--- src/rtl/hwpe_stream_fork_eager_if.sv ---
// Stream handshake bundle shared by the fork's input and its outputs:
// one data/strb payload with NB_LANES independent valid/ready pairs.
interface hwpe_stream_fork_eager_if #(
    parameter int unsigned NB_LANES   = 1,
    parameter int unsigned DATA_WIDTH = 32
);
    logic [NB_LANES-1:0]     valid;
    logic [NB_LANES-1:0]     ready;
    logic [DATA_WIDTH-1:0]   data;
    logic [DATA_WIDTH/8-1:0] strb;

    modport master (output valid, output data, output strb, input ready);
    modport slave  (input valid, input data, input strb, output ready);
endinterface

--- src/rtl/hwpe_stream_fork_eager.sv ---
// Eager stream fork: one buffered input beat is offered to NB_STREAMS consumers,
// each takes it independently, and the beat retires once every consumer has it.
module hwpe_stream_fork_eager #(
    parameter int unsigned NB_STREAMS = 2,
    parameter int unsigned DATA_WIDTH = 32
) (
    input  logic                     clk_i,
    input  logic                     rst_i,
    input  logic                     clear_i,
    input  logic                     test_mode_i,
    hwpe_stream_fork_eager_if.slave  push_i,
    hwpe_stream_fork_eager_if.master pop_o,
    output logic [NB_STREAMS-1:0]    served_o,
    output logic                     busy_o
);
    localparam int unsigned STRB_WIDTH = DATA_WIDTH / 8;

    logic                  r_full;
    logic [DATA_WIDTH-1:0] r_data;
    logic [STRB_WIDTH-1:0] r_strb;
    logic [NB_STREAMS-1:0] r_served;

    logic [NB_STREAMS-1:0] w_pop_valid;
    logic [NB_STREAMS-1:0] w_fire;
    logic                  w_done;
    logic                  w_push_ready;
    logic                  w_load;
    logic                  w_unused;

    assign w_unused = test_mode_i;

    // Handshake decode: per-output fire, retire condition and input acceptance.
    always_comb begin
        w_pop_valid  = {NB_STREAMS{r_full}} & ~r_served;
        w_fire       = w_pop_valid & pop_o.ready;
        w_done       = r_full & (&(r_served | w_fire));
        w_push_ready = ~r_full | w_done;
        w_load       = push_i.valid[0] & w_push_ready;
    end

    // Buffer and served-mask update; a load in the retire cycle keeps 1 beat/cycle.
    always_ff @(posedge clk_i) begin
        if (rst_i || clear_i) begin
            r_full   <= 1'b0;
            r_data   <= {DATA_WIDTH{1'b0}};
            r_strb   <= {STRB_WIDTH{1'b0}};
            r_served <= {NB_STREAMS{1'b0}};
        end else if (w_load) begin
            r_full   <= 1'b1;
            r_data   <= push_i.data;
            r_strb   <= push_i.strb;
            r_served <= {NB_STREAMS{1'b0}};
        end else if (w_done) begin
            r_full   <= 1'b0;
            r_data   <= r_data;
            r_strb   <= r_strb;
            r_served <= {NB_STREAMS{1'b0}};
        end else if (r_full) begin
            r_full   <= 1'b1;
            r_data   <= r_data;
            r_strb   <= r_strb;
            r_served <= r_served | w_fire;
        end else begin
            r_full   <= r_full;
            r_data   <= r_data;
            r_strb   <= r_strb;
            r_served <= r_served;
        end
    end

    assign pop_o.valid  = w_pop_valid;
    assign pop_o.data   = r_data;
    assign pop_o.strb   = r_strb;
    assign push_i.ready = w_push_ready;
    assign served_o     = r_served;
    assign busy_o       = r_full;

    // Consistency and upstream protocol checks; no effect on the synthesized logic.
    a_no_valid_when_served : assert property (@(posedge clk_i) disable iff (rst_i)
        ((w_pop_valid & r_served) == {NB_STREAMS{1'b0}}))
        else $error("pop valid asserted on a served output");

    a_busy_is_full : assert property (@(posedge clk_i) disable iff (rst_i)
        (busy_o == r_full))
        else $error("busy_o differs from buffer state");

    a_push_stable : assert property (@(posedge clk_i) disable iff (rst_i || clear_i)
        (push_i.valid[0] && !w_push_ready) |=>
        (push_i.valid[0] && $stable(push_i.data) && $stable(push_i.strb)))
        else $error("push beat dropped or changed while stalled");

endmodule

--- src/flat_wrapper.sv ---
// flat-port wrapper written by rule: the top's interface ports become plain ports
module hwpe_stream_fork_eager_flat 
#(
    parameter int unsigned NB_STREAMS = 2,
    parameter int unsigned DATA_WIDTH = 32
)
  (clk_i, rst_i, clear_i, test_mode_i, served_o, busy_o, push_i_valid, push_i_data, push_i_strb, push_i_ready, pop_o_valid, pop_o_data, pop_o_strb, pop_o_ready);
  hwpe_stream_fork_eager_if #(.NB_LANES(1), .DATA_WIDTH(DATA_WIDTH)) push_i_i ();
  hwpe_stream_fork_eager_if #(.NB_LANES(2), .DATA_WIDTH(DATA_WIDTH)) pop_o_i ();
  input  logic clk_i;
  input  logic rst_i;
  input  logic clear_i;
  input  logic test_mode_i;
  output logic [NB_STREAMS-1:0] served_o;
  output logic busy_o;
  input wire logic [$bits(push_i_i.valid)-1:0] push_i_valid;
  input wire logic [$bits(push_i_i.data)-1:0] push_i_data;
  input wire logic [$bits(push_i_i.strb)-1:0] push_i_strb;
  output wire logic [$bits(push_i_i.ready)-1:0] push_i_ready;
  output wire logic [$bits(pop_o_i.valid)-1:0] pop_o_valid;
  output wire logic [$bits(pop_o_i.data)-1:0] pop_o_data;
  output wire logic [$bits(pop_o_i.strb)-1:0] pop_o_strb;
  input wire logic [$bits(pop_o_i.ready)-1:0] pop_o_ready;
  assign push_i_i.valid = push_i_valid;
  assign push_i_i.data = push_i_data;
  assign push_i_i.strb = push_i_strb;
  assign push_i_ready = push_i_i.ready;
  assign pop_o_valid = pop_o_i.valid;
  assign pop_o_data = pop_o_i.data;
  assign pop_o_strb = pop_o_i.strb;
  assign pop_o_i.ready = pop_o_ready;
  hwpe_stream_fork_eager #(.NB_STREAMS(NB_STREAMS), .DATA_WIDTH(DATA_WIDTH)) u_core (.clk_i(clk_i), .rst_i(rst_i), .clear_i(clear_i), .test_mode_i(test_mode_i), .push_i(push_i_i), .pop_o(pop_o_i), .served_o(served_o), .busy_o(busy_o));
endmodule
--- config.mk ---
export PLATFORM = sky130hd
export DESIGN_NAME = hwpe_stream_fork_eager_flat
export DESIGN_NICKNAME = d
export VERILOG_FILES = /design/src/rtl/hwpe_stream_fork_eager_if.sv /design/src/rtl/hwpe_stream_fork_eager.sv /design/src/flat_wrapper.sv
export SDC_FILE = /design/constraint.sdc
export NUM_CORES = 1
export LEC_CHECK = 0
export BUFFER_PORTS_ARGS = -buffer_cell sky130_fd_sc_hd__clkbuf_2
export CAP_MARGIN = 20
export CORE_UTILIZATION = 50
export DETAILED_ROUTE_END_ITERATION = 8
export PLACE_DENSITY = 0.91
export SLEW_MARGIN = 15
export SYNTH_ARGS = -nofsm -noshare
export SYNTH_HDL_FRONTEND = slang
export SYNTH_SLANG_ARGS = --single-unit
--- constraint.sdc ---
create_clock -name clk_i -period 1.6 [get_ports clk_i]
set_clock_uncertainty 0.05 [all_clocks]
set_input_delay 0.24 -clock clk_i [delete_from_list [all_inputs] [get_ports clk_i]]
set_output_delay 0.24 -clock clk_i [all_outputs]
set_load 0.005 [all_outputs]
==> impl_metrics.py <==
metrics = {
    "run_status": {
        "status": "finished, final reports clean",
    },
    "sta": {
        "hold_viol_final": 0,
        "setup_tns_ns": 0,
        "max_freq_ghz": 0.667,
        "finalSetupViolCount": 0,
        "slew_viol_final": 0,
        "fin_crit_ns": 1.50,
        "fin_crit_sh_pct": 93.7,
        "max_slew.worst_pin.slew_ns": 0.390,
        "rsz0062_at_grt": "no",
        "relSlewSlack_pct": 74.0,
        "hold-worst-slack_ns": 0.154,
    },
    "floorplanning": {
        "fp-row-count": 25,
        "die_y_um": 72.2,
        "dieWidth_um": 72.2,
        "core_um2": 4720,
        "num_io_pins": 85,
        "die-area_um2": 5220,
        "start_util_pct": 52.2,
    },
    "grt": {
        "grt_pass1_wl_mm": 11.0,
        "grt_pass1_vias": 2410,
        "track_usage_pct": 25.8,
        "overflow": 0,
        "antenna_found_initial": 0,
        "grt_start_max_net_pins": 66,
    },
    "synthesis": {
        "ys_ff_latch": 39,
        "synth_area_um2": 2470,
        "syn_inst": 284,
        "ys.warnings.count": 0,
        "synth_cell_types": 21,
        "synth_seq_area_share_pct": 31.7,
        "syn_nets": 327,
        "syn_avg_cell_area_um2": 8.68,
    },
    "finish": {
        "area.sequential_um2": 781,
        "final_common_cell": "clkbuf_2",
        "diodes": 0,
        "multiInputGateArea_um2": 1410,
        "instances_no_fill": 407,
        "nFillCells": 424,
        "fin_nets": 382,
        "final_cell_mix": "82 x clkbuf_2, 39 x dfxtp_1, 38 x nand2_1",
        "drive_gt1_share_pct": 31.5,
        "syn_to_final_growth_pct": 19.4,
    },
    "detailed_routing": {
        "drt_pass1_iterations": 4,
        "drc": 0,
        "totalWireLength_mm": 6.71,
        "viasPerCell": 6.62,
        "wl_per_cell_um": 16.5,
        "postRouteAntennaNets": 0,
        "drt_first_iter_violations": 351,
        "num_vias": 2693,
    },
    "setup_path": {
        "critPathSlowestCell": "dfxtp_1",
        "crit_required_ns": 1.31,
        "critPathMaxFanout": 42,
        "crit_arrival_ns": 1.21,
        "worstSetupPathType": "flip-flop to output pin",
        "crit_chain": "buf_6 -> nand2_1 -> clkbuf_2",
        "critPathLaunchType": "flip-flop",
        "crit_path_max_incr_delay_ns": 0.39,
        "end_kind": "output pin",
    },
    "cts": {
        "cts_tree": "built",
        "cts_sinks": 39,
        "cts-root-buf": "clkbuf_8",
        "path_clk_slew_ns": 0.08,
        "cts_max_path_buffers": 2,
        "numCtsBuffers": 5,
        "clock_latency_ns": 0.28,
        "htreeDepth": 2,
    },
    "pwr": {
        "power.leakage_nw": 1.05,
        "vdd_drop_max_mv": 0.490,
        "power.density_nw_per_um2": 722,
    },
    "place": {
        "dp_hpwl_mm": 4.16,
        "globalplace.congestion": 0.726,
        "dp.cells": 399,
        "io_buffer_count": 83,
    },
    "run": {
        "drv_cap": 0,
    },
    "hold_path": {
        "hold_path_class": "primary input to flip-flop",
    },
}
[worst max-delay path: cells and delay by family (launching register included)]
kind / cells / cell delay [ns]
and+or+nand+nor: 1 / 0.09
buffers and inverters: 2 / 0.44
DFF: 1 / 0.39
[synth_stat cells]
| cell | n | area share (%) |
|---|---|---|
| dfxtp_1 | 39 | 32 |
| nand2_1 | 38 | 5.8 |
| a41oi_1 | 36 | 13 |
| nand4_1 | 36 | 9.1 |
| nor4b_1 | 36 | 13 |
| buf_2 | 23 | 4.7 |
| o311ai_1 | 23 | 8.2 |
| o311ai_0 | 13 | 4.6 |
| clkbuf_1 | 11 | 1.7 |
| buf_4 | 9 | 2.7 |
| buf_6 | 5 | 2.3 |
| nor2_1 | 5 | 0.76 |
| a21oi_1 | 2 | 0.41 |
| inv_2 | 1 | 0.15 |
| nor2_4 | 1 | 0.46 |
| nor3b_1 | 1 | 0.30 |
| nor4_1 | 1 | 0.25 |
| o211ai_1 | 1 | 0.30 |
| o21a_1 | 1 | 0.30 |
| o22ai_2 | 1 | 0.51 |
| or2_1 | 1 | 0.25 |
[worst paths after layout]
check                     endpoint  slack (ns)  cells past startpoint             startpoint
min           u_core.pop_o.data[5]        0.15                      3         push_i_data[5]
max reg2reg  u_core.pop_o.data[27]        0.25                      3     u_core.served_o[1]
max                   push_i_ready        0.10                      3          u_core.busy_o
min reg2reg  u_core.pop_o.data[13]        0.48                      2  u_core.pop_o.data[13]
[metal layers]
layer / part of all wire (%) / GRT usage [%] / up-vias
met5: 0 / 0 / -
met1: 45 / 34.7 / 1279
met2: 47 / 42.1 / 113
li1: - / - / 1295
met4: 0.94 / 8.71 / 0
met3: 6.5 / 3.89 / 6
[what timing repair did]
item                       CTS  global route
hold buffers                 0             0
buffers inserted             0             0
resized for setup            2             0
setup endpoints to repair    2             0
[sequential cells by signal, indices dropped and copies added (netlist names)]
register           count
u_core.served_o        2
u_core.pop_o.data     32
u_core.busy_o          1
u_core.pop_o.strb      4
[power breakdown]
| part | switching [mW] | leakage (nW) | internal, mW |
|---|---|---|---|
| registers | 0.0322 | 0.318 | 1.01 |
| logic | 0.257 | 0.684 | 0.169 |
| clock network | 0.357 | 0.0477 | 0.299 |
[metrics by stage]
step                      setup WS (ns)  power, mW  utilization (%)  area (um^2)
final                             0.101       2.13             62.4         2950
after global routing             0.0419       2.23             62.4         2950
after CTS                        0.0780       2.14             62.4         2950
after detailed placement          0.176       1.49             60.5         2860
after global placement            0.208       1.48             60.5         2860
after floorplan                   0.348       1.33                -         2470
[final cells by class]
class	instances	share of cell area, %
clock buffers	5	2.34
clock inverters	3	0.510
inverters	1	0.212
multi-input cells	196	47.8
flip-flops and latches	39	26.5
well taps	67	2.85
repair buffers	96	19.8
[cells by family after synthesis]
kind of cell / after synthesis / share of synthesized area, %
buffers and inverters: 49 / 11.5
AND/OR/NAND/NOR: 119 / 29.7
flip-flops: 39 / 31.7
AO/OA/AOI/OAI: 77 / 27.1
No activity file was read; power rests on OpenSTA's default activity.
